File: src/rtl/uart_tx.sv
// 8N1 UART transmitter with a small byte FIFO in front of the bit-serial FSM.
// Define UART_TX_PARITY_EN to insert a parity bit (sense set by PARITY_ODD).
module uart_tx #(
   parameter int unsigned CLK_F      = 50_000_000,
   parameter int unsigned UART_BPS   = 115200,
   parameter int unsigned CLK_GOAL   = CLK_F / UART_BPS,
   parameter int unsigned FIFO_DEPTH = 4,
   parameter int unsigned PARITY_ODD = 0
) (
   input  logic       clk,
   input  logic       rst_n,
   input  logic [7:0] uart_data_in,
   input  logic       uart_en,
   output logic       uart_full,
   output logic       uart_busy,
   output logic       uart_done,
   output logic       uart_txd
);

   localparam int unsigned AW = (FIFO_DEPTH > 1) ? $clog2(FIFO_DEPTH) : 1;
   localparam int unsigned CW = AW + 1;
   localparam int unsigned TW = (CLK_GOAL > 1) ? $clog2(CLK_GOAL) : 1;
   localparam logic [TW-1:0] BIT_LAST = TW'(CLK_GOAL - 1);
   localparam logic [CW-1:0] DEPTH_C  = CW'(FIFO_DEPTH);

   typedef enum logic [2:0] {
      S_IDLE  = 3'd0,
      S_START = 3'd1,
      S_DATA  = 3'd2,
      S_STOP  = 3'd3
`ifdef UART_TX_PARITY_EN
      , S_PARITY = 3'd4
`endif
   } state_e;

   // FIFO storage and bookkeeping
   logic [7:0]    mem_q [FIFO_DEPTH];
   logic [AW-1:0] rd_q, rd_d, wr_q, wr_d;
   logic [CW-1:0] cnt_q, cnt_d;
   logic          push, pop;

   // Serializer state
   state_e        state_q, state_d;
   logic [TW-1:0] tick_q, tick_d;
   logic [2:0]    bit_q, bit_d;
   logic [7:0]    shift_q, shift_d;
   logic          bit_end;
`ifdef UART_TX_PARITY_EN
   logic          par_q, par_d;
`else
   logic          unused_parity_odd;
   assign unused_parity_odd = 1'(PARITY_ODD);
`endif

   // Registered outputs
   logic txd_q, txd_d;
   logic busy_q, busy_d;
   logic full_q, full_d;
   logic done_q, done_d;

   assign push    = uart_en && !full_q;
   assign bit_end = (tick_q == BIT_LAST);

   always_ff @(posedge clk) begin
      if (push) mem_q[wr_q] <= uart_data_in;
   end

   // FIFO pointer and occupancy update
   always_comb begin
      rd_d  = rd_q;
      wr_d  = wr_q;
      cnt_d = cnt_q;
      if (push) wr_d = wr_q + AW'(1);
      if (pop)  rd_d = rd_q + AW'(1);
      case ({push, pop})
         2'b10:   cnt_d = cnt_q + CW'(1);
         2'b01:   cnt_d = cnt_q - CW'(1);
         default: cnt_d = cnt_q;
      endcase
   end

   // Next-state logic; the FSM pops the head byte whenever it starts a frame
   always_comb begin
      state_d = state_q;
      bit_d   = bit_q;
      shift_d = shift_q;
      pop     = 1'b0;
`ifdef UART_TX_PARITY_EN
      par_d   = par_q;
`endif
      tick_d  = (state_q == S_IDLE || bit_end) ? '0 : tick_q + TW'(1);

      case (state_q)
         S_IDLE: begin
            if (cnt_q != '0) begin
               pop     = 1'b1;
               state_d = S_START;
            end
         end
         S_START: begin
            if (bit_end) state_d = S_DATA;
         end
         S_DATA: begin
            if (bit_end) begin
               shift_d = {1'b0, shift_q[7:1]};
               bit_d   = bit_q + 3'd1;
               if (bit_q == 3'd7) begin
`ifdef UART_TX_PARITY_EN
                  state_d = S_PARITY;
`else
                  state_d = S_STOP;
`endif
               end
            end
         end
`ifdef UART_TX_PARITY_EN
         S_PARITY: begin
            if (bit_end) state_d = S_STOP;
         end
`endif
         S_STOP: begin
            if (bit_end) begin
               if (cnt_q != '0) begin
                  pop     = 1'b1;
                  state_d = S_START;
               end else begin
                  state_d = S_IDLE;
               end
            end
         end
         default: state_d = S_IDLE;
      endcase

      if (pop) begin
         shift_d = mem_q[rd_q];
         bit_d   = '0;
`ifdef UART_TX_PARITY_EN
         par_d   = (^mem_q[rd_q]) ^ 1'(PARITY_ODD);
`endif
      end
   end

   // Output values follow the next state so they line up with state_q
   always_comb begin
      case (state_d)
         S_START:  txd_d = 1'b0;
         S_DATA:   txd_d = shift_d[0];
`ifdef UART_TX_PARITY_EN
         S_PARITY: txd_d = par_d;
`endif
         default:  txd_d = 1'b1;
      endcase
      done_d = (state_d == S_STOP) && (tick_d == BIT_LAST);
      busy_d = (state_d != S_IDLE) || (cnt_d != '0);
      full_d = (cnt_d == DEPTH_C);
   end

   always_ff @(posedge clk or negedge rst_n) begin
      if (!rst_n) begin
         state_q <= S_IDLE;
         tick_q  <= '0;
         bit_q   <= '0;
         shift_q <= '0;
         rd_q    <= '0;
         wr_q    <= '0;
         cnt_q   <= '0;
         txd_q   <= 1'b1;
         busy_q  <= 1'b0;
         full_q  <= 1'b0;
         done_q  <= 1'b0;
`ifdef UART_TX_PARITY_EN
         par_q   <= 1'b0;
`endif
      end else begin
         state_q <= state_d;
         tick_q  <= tick_d;
         bit_q   <= bit_d;
         shift_q <= shift_d;
         rd_q    <= rd_d;
         wr_q    <= wr_d;
         cnt_q   <= cnt_d;
         txd_q   <= txd_d;
         busy_q  <= busy_d;
         full_q  <= full_d;
         done_q  <= done_d;
`ifdef UART_TX_PARITY_EN
         par_q   <= par_d;
`endif
      end
   end

   assign uart_txd  = txd_q;
   assign uart_busy = busy_q;
   assign uart_full = full_q;
   assign uart_done = done_q;

endmodule
File: config.mk
export PLATFORM = sky130hd
export DESIGN_NAME = uart_tx
export DESIGN_NICKNAME = d
export VERILOG_FILES = /design/src/rtl/uart_tx.sv
export SDC_FILE = /design/constraint.sdc
export NUM_CORES = 1
export LEC_CHECK = 0
export ABC_AREA = 1
export ABC_CLOCK_PERIOD_IN_PS = 3050
export CORE_ASPECT_RATIO = 0.7
export CORE_MARGIN = 3
export CORE_UTILIZATION = 60
export DETAILED_ROUTE_END_ITERATION = 10
export PLACE_DENSITY = 0.79
export SLEW_MARGIN = 25
export SYNTH_ARGS = -nofsm -noshare
export SYNTH_HDL_FRONTEND = slang
export SYNTH_SLANG_ARGS = --single-unit
export TNS_END_PERCENT = 5
File: constraint.sdc
create_clock -name clk -period 3.05 [get_ports clk]
set_input_delay 0.61 -clock clk [delete_from_list [all_inputs] [get_ports clk]]
set_output_delay 0.61 -clock clk [all_outputs]
set_load 0.01 [all_outputs]
==> flow_summary.json, run 1 <==
{
  "run_status": "finished, final reports clean",
  "clk_latency_ns": 0.33,
  "first_global_vias": 1910,
  "avgRoutedWirePerCell_um": 12.88,
  "setup_tns_ns": 0,
  "irDropWorstVdd_v": 0.0005922,
  "layout-drive-gt1-share_pct": 19.59,
  "finalHoldViolCount": 0,
  "end_kind": "register",
  "period_needed_ns": 2.799,
  "fp.coreArea_um2": 4940,
  "vias_per_cell": 4.961,
  "clk_path_buf_depth": 2,
  "post-dp-hpwl_um": 3850,
  "numCtsBuffers": 9,
  "yosysWarnings": 0,
  "antenna_found_initial": 0,
  "path_class": "register to register",
  "dieArea_um2": 6224,
  "diodes": 0,
  "timing.final.crit_share_pct": 91.79,
  "worst_path_max_delay_cell": "dfrtp_1",
  "syn_area_um2": 3181,
  "switching_power_mw": 0.9739,
  "first_pass_iters": 4,
  "ys_types": 38,
  "io_buffers": 14,
  "clkTransAtPathRegs_ns": 0.07,
  "maxCapViolations": 0,
  "post-route-drc-count": 0,
  "syn2layout_area_growth_pct": 13.65,
  "setup_viol": 0,
  "clock_power_share_pct": 25.3,
  "root_buffer": "clkbuf_8",
  "pwr-share-seq_pct": 44.9,
  "drt_iter0_markers": 147,
  "fp.dieH_um": 66.92,
  "netSwitchingFraction_pct": 33.37,
  "syn_nets": 332,
  "relSlewSlack_pct": 66.42,
  "wl_um": 5292,
  "max_stage_delay_ns": 0.42,
  "required_ns": 3.26,
  "nets": 358,
  "startpoint_type": "register",
  "worst_pin_slew_ns": 0.5037,
  "tritoncts_num_sinks": 66,
  "p_leak_nw": 1.604,
  "p_int_mw": 1.944,
  "critPathMaxFanout": 13,
  "via_count": 2039,
  "rows": 21,
  "arrival_ns": 3.01,
  "io_pins": 15,
  "grt-ovfl-total": 0,
  "final_common_cell": "nand2_1",
  "worstPathCellList": "inv_1 > ha_1 > nand2_1 > nor2_4 > nand2_4 > nand2_8 > nand2_4 > inv_6 > ha_1 > fa_1 > inv_1 > o21ai_0 > or2_2 > nor3_1 > nand2_1",
  "grt_max_degree": 35,
  "p_comb_share_pct": 29.7,
  "track_usage_pct": 19.63,
  "cts_setup_buffers": 0,
  "finish.utilization_pct": 73.18,
  "holdCritPathClass": "register to register",
  "syn_avg_cell_area_um2": 10.23,
  "grt_pass1_wl_um": 9114,
  "timing.fmax_mhz": 357.2,
  "power.density_nw_per_um2": 807.3,
  "path_delay_family": "simple AND/OR/NAND/NOR gates",
  "die_x_um": 93.02,
  "gp_congestion": 0.8457,
  "ys_ff_latch": 66,
  "slew_viol_final": 0,
  "htreeDepth": 3,
  "cts_tree": "yes",
  "worst-path-buf-inv": 3,
  "start_util_pct": 64.39,
  "seq_area_frac_synth_pct": 57.00,
  "synth_cells": 311,
  "final_cell_mix": "57 x nand2_1, 40 x nor2_1, 32 x dfrtp_1, 32 x edfxtp_1, 29 x inv_1",
  "rrSetupSlack_ns": 0.25,
  "postRouteAntennaNets": 0,
  "finClkSkew_ns": 0.008218,
  "rsz0062_at_grt": "no"
}
flip-flops by register name (all words and copies together), names as in the netlist, 2 cells and up:
name / cells
bit_q: 3
cnt_q: 3
mem_q: 32
rd_q: 2
shift_q: 8
state_q: 3
tick_q: 9
wr_q: 2
per-stage QoR:
step / cell area (um^2) / std cells / hold WS (ns) / worst slack (ns) / total power, mW
after floorplan: 3181 / 311 / 0.3144 / 0.3954 / 1.956
after detailed placement: 3403 / 395 / 0.4893 / 0.1980 / 2.206
after global placement: 3403 / 395 / 0.4864 / 0.3158 / 2.180
after CTS: 3611 / 411 / 0.5041 / 0.1856 / 2.952
after global routing: 3615 / 411 / 0.5333 / 0.03061 / 3.138
final: 3615 / 411 / 0.5002 / 0.2505 / 2.918
power by group through the flow:
| stage | clock (mW) | sequential [mW] | combinational, mW |
|---|---|---|---|
| global route | 0.801 | 1.34 | 0.996 |
| CTS | 0.760 | 1.31 | 0.882 |
| finish | 0.739 | 1.31 | 0.867 |
| detailed placement | 0 | 1.33 | 0.879 |
| global placement | 0 | 1.32 | 0.859 |
| floorplan | 0 | 1.28 | 0.672 |
final timing paths:
path                                        startpoint  cells past startpoint                      to
worst max-delay path               tick_q[1]$_DFF_PN0_                     15     uart_busy$_DFF_PN0_
worst min-delay path            shift_q[4]$_DFFE_PN0P_                      2  shift_q[3]$_DFFE_PN0P_
worst max register to register     tick_q[1]$_DFF_PN0_                     15     uart_busy$_DFF_PN0_
worst min register to register  shift_q[4]$_DFFE_PN0P_                      2  shift_q[3]$_DFFE_PN0P_
max in group asynchronous                        rst_n                      2      uart_txd$_DFF_PN1_
min in group asynchronous                        rst_n                      2     tick_q[7]$_DFF_PN0_
Yosys cell counts (all sizes together):
cell type  number  area share, %
or2             1           0.20
clkbuf          1           0.12
nor2           49            7.0
nand2          69             10
xor2            5            1.4
buf             6            1.9
o22ai           2           0.39
o21ai          19            3.5
o21bai          1           0.24
nor3            5            1.5
nand4           3           0.59
nand3          20            4.2
ha              9            3.5
a21oi          11            1.7
fa              1           0.63
o211ai          3           0.87
xnor2           2           0.55
inv            35            4.2
dfstp           1           0.83
clkinv          2           0.39
dfrtp          33             26
conb            1           0.12
edfxtp         32             30
per-layer routing:
| layer | vias up | GRT usage (%) | part of all wire (%) |
|---|---|---|---|
| li1 | 1057 | - | - |
| met1 | 933 | 28.59 | 50 |
| met2 | 47 | 27.89 | 44 |
| met3 | 2 | 7.449 | 5.0 |
| met4 | 0 | 4.388 | 0.36 |
| met5 | - | 0 | 0 |
logic make-up after synthesis:
kind of cell / Yosys count / share of synthesized area, %
AOI/OAI and AO/OA: 36 / 6.687
xor gates and xnor gates: 7 / 1.928
adders and majority gates: 10 / 4.170
buffers and inverters: 44 / 6.609
DFF: 66 / 57.00
other: 1 / 0.1179
and+or+nand+nor: 147 / 23.49
worst reg2reg max path, cell delays in order (launching register included):
cell     delay [ns]
dfrtp_1        0.42
inv_1          0.07
ha_1           0.17
nand2_1        0.09
nor2_4         0.12
nand2_4        0.09
nand2_8        0.10
nand2_4        0.11
inv_6          0.15
ha_1           0.22
fa_1           0.42
inv_1          0.06
o21ai_0        0.09
or2_2          0.32
nor3_1         0.19
nand2_1        0.06
final cells by class:
cell class / count / area [um^2]
Clock inverter: 2 / 35.03
Clock buffer: 14 / 172.7
Timing Repair Buffer: 22 / 200.2
Inverter: 37 / 148.9
Tap cell: 69 / 86.33
Multi-Input combinational cell: 201 / 1157
Sequential cell: 66 / 1814
Fill cell: 369 / 1325
repair_timing:
| action | 4_1_cts | 5_1_grt |
|---|---|---|
| setup endpoints to repair | 0 | 1 |
| hold buffers | 0 | 0 |
| gates resized for setup | 0 | 2 |
No activity file was read; power rests on OpenSTA's default activity.
==> inputs of run 2 (changes only) <==
==> constraint.sdc (replaced) <==
create_clock -name clk -period 3.05 [get_ports clk]
set_input_delay 0.61 -clock clk [delete_from_list [all_inputs] [get_ports clk]]
set_output_delay 0.61 -clock clk [all_outputs]
set_load 0.005 [all_outputs]
==> results of run 2 <==
The final DEF is identical to that of run 1. Status: finished, final reports clean.
Main changes from that run: total power 2.918 mW -> 2.911 mW; worst IR drop on VDD 0.0005922 V -> 0.0005916 V
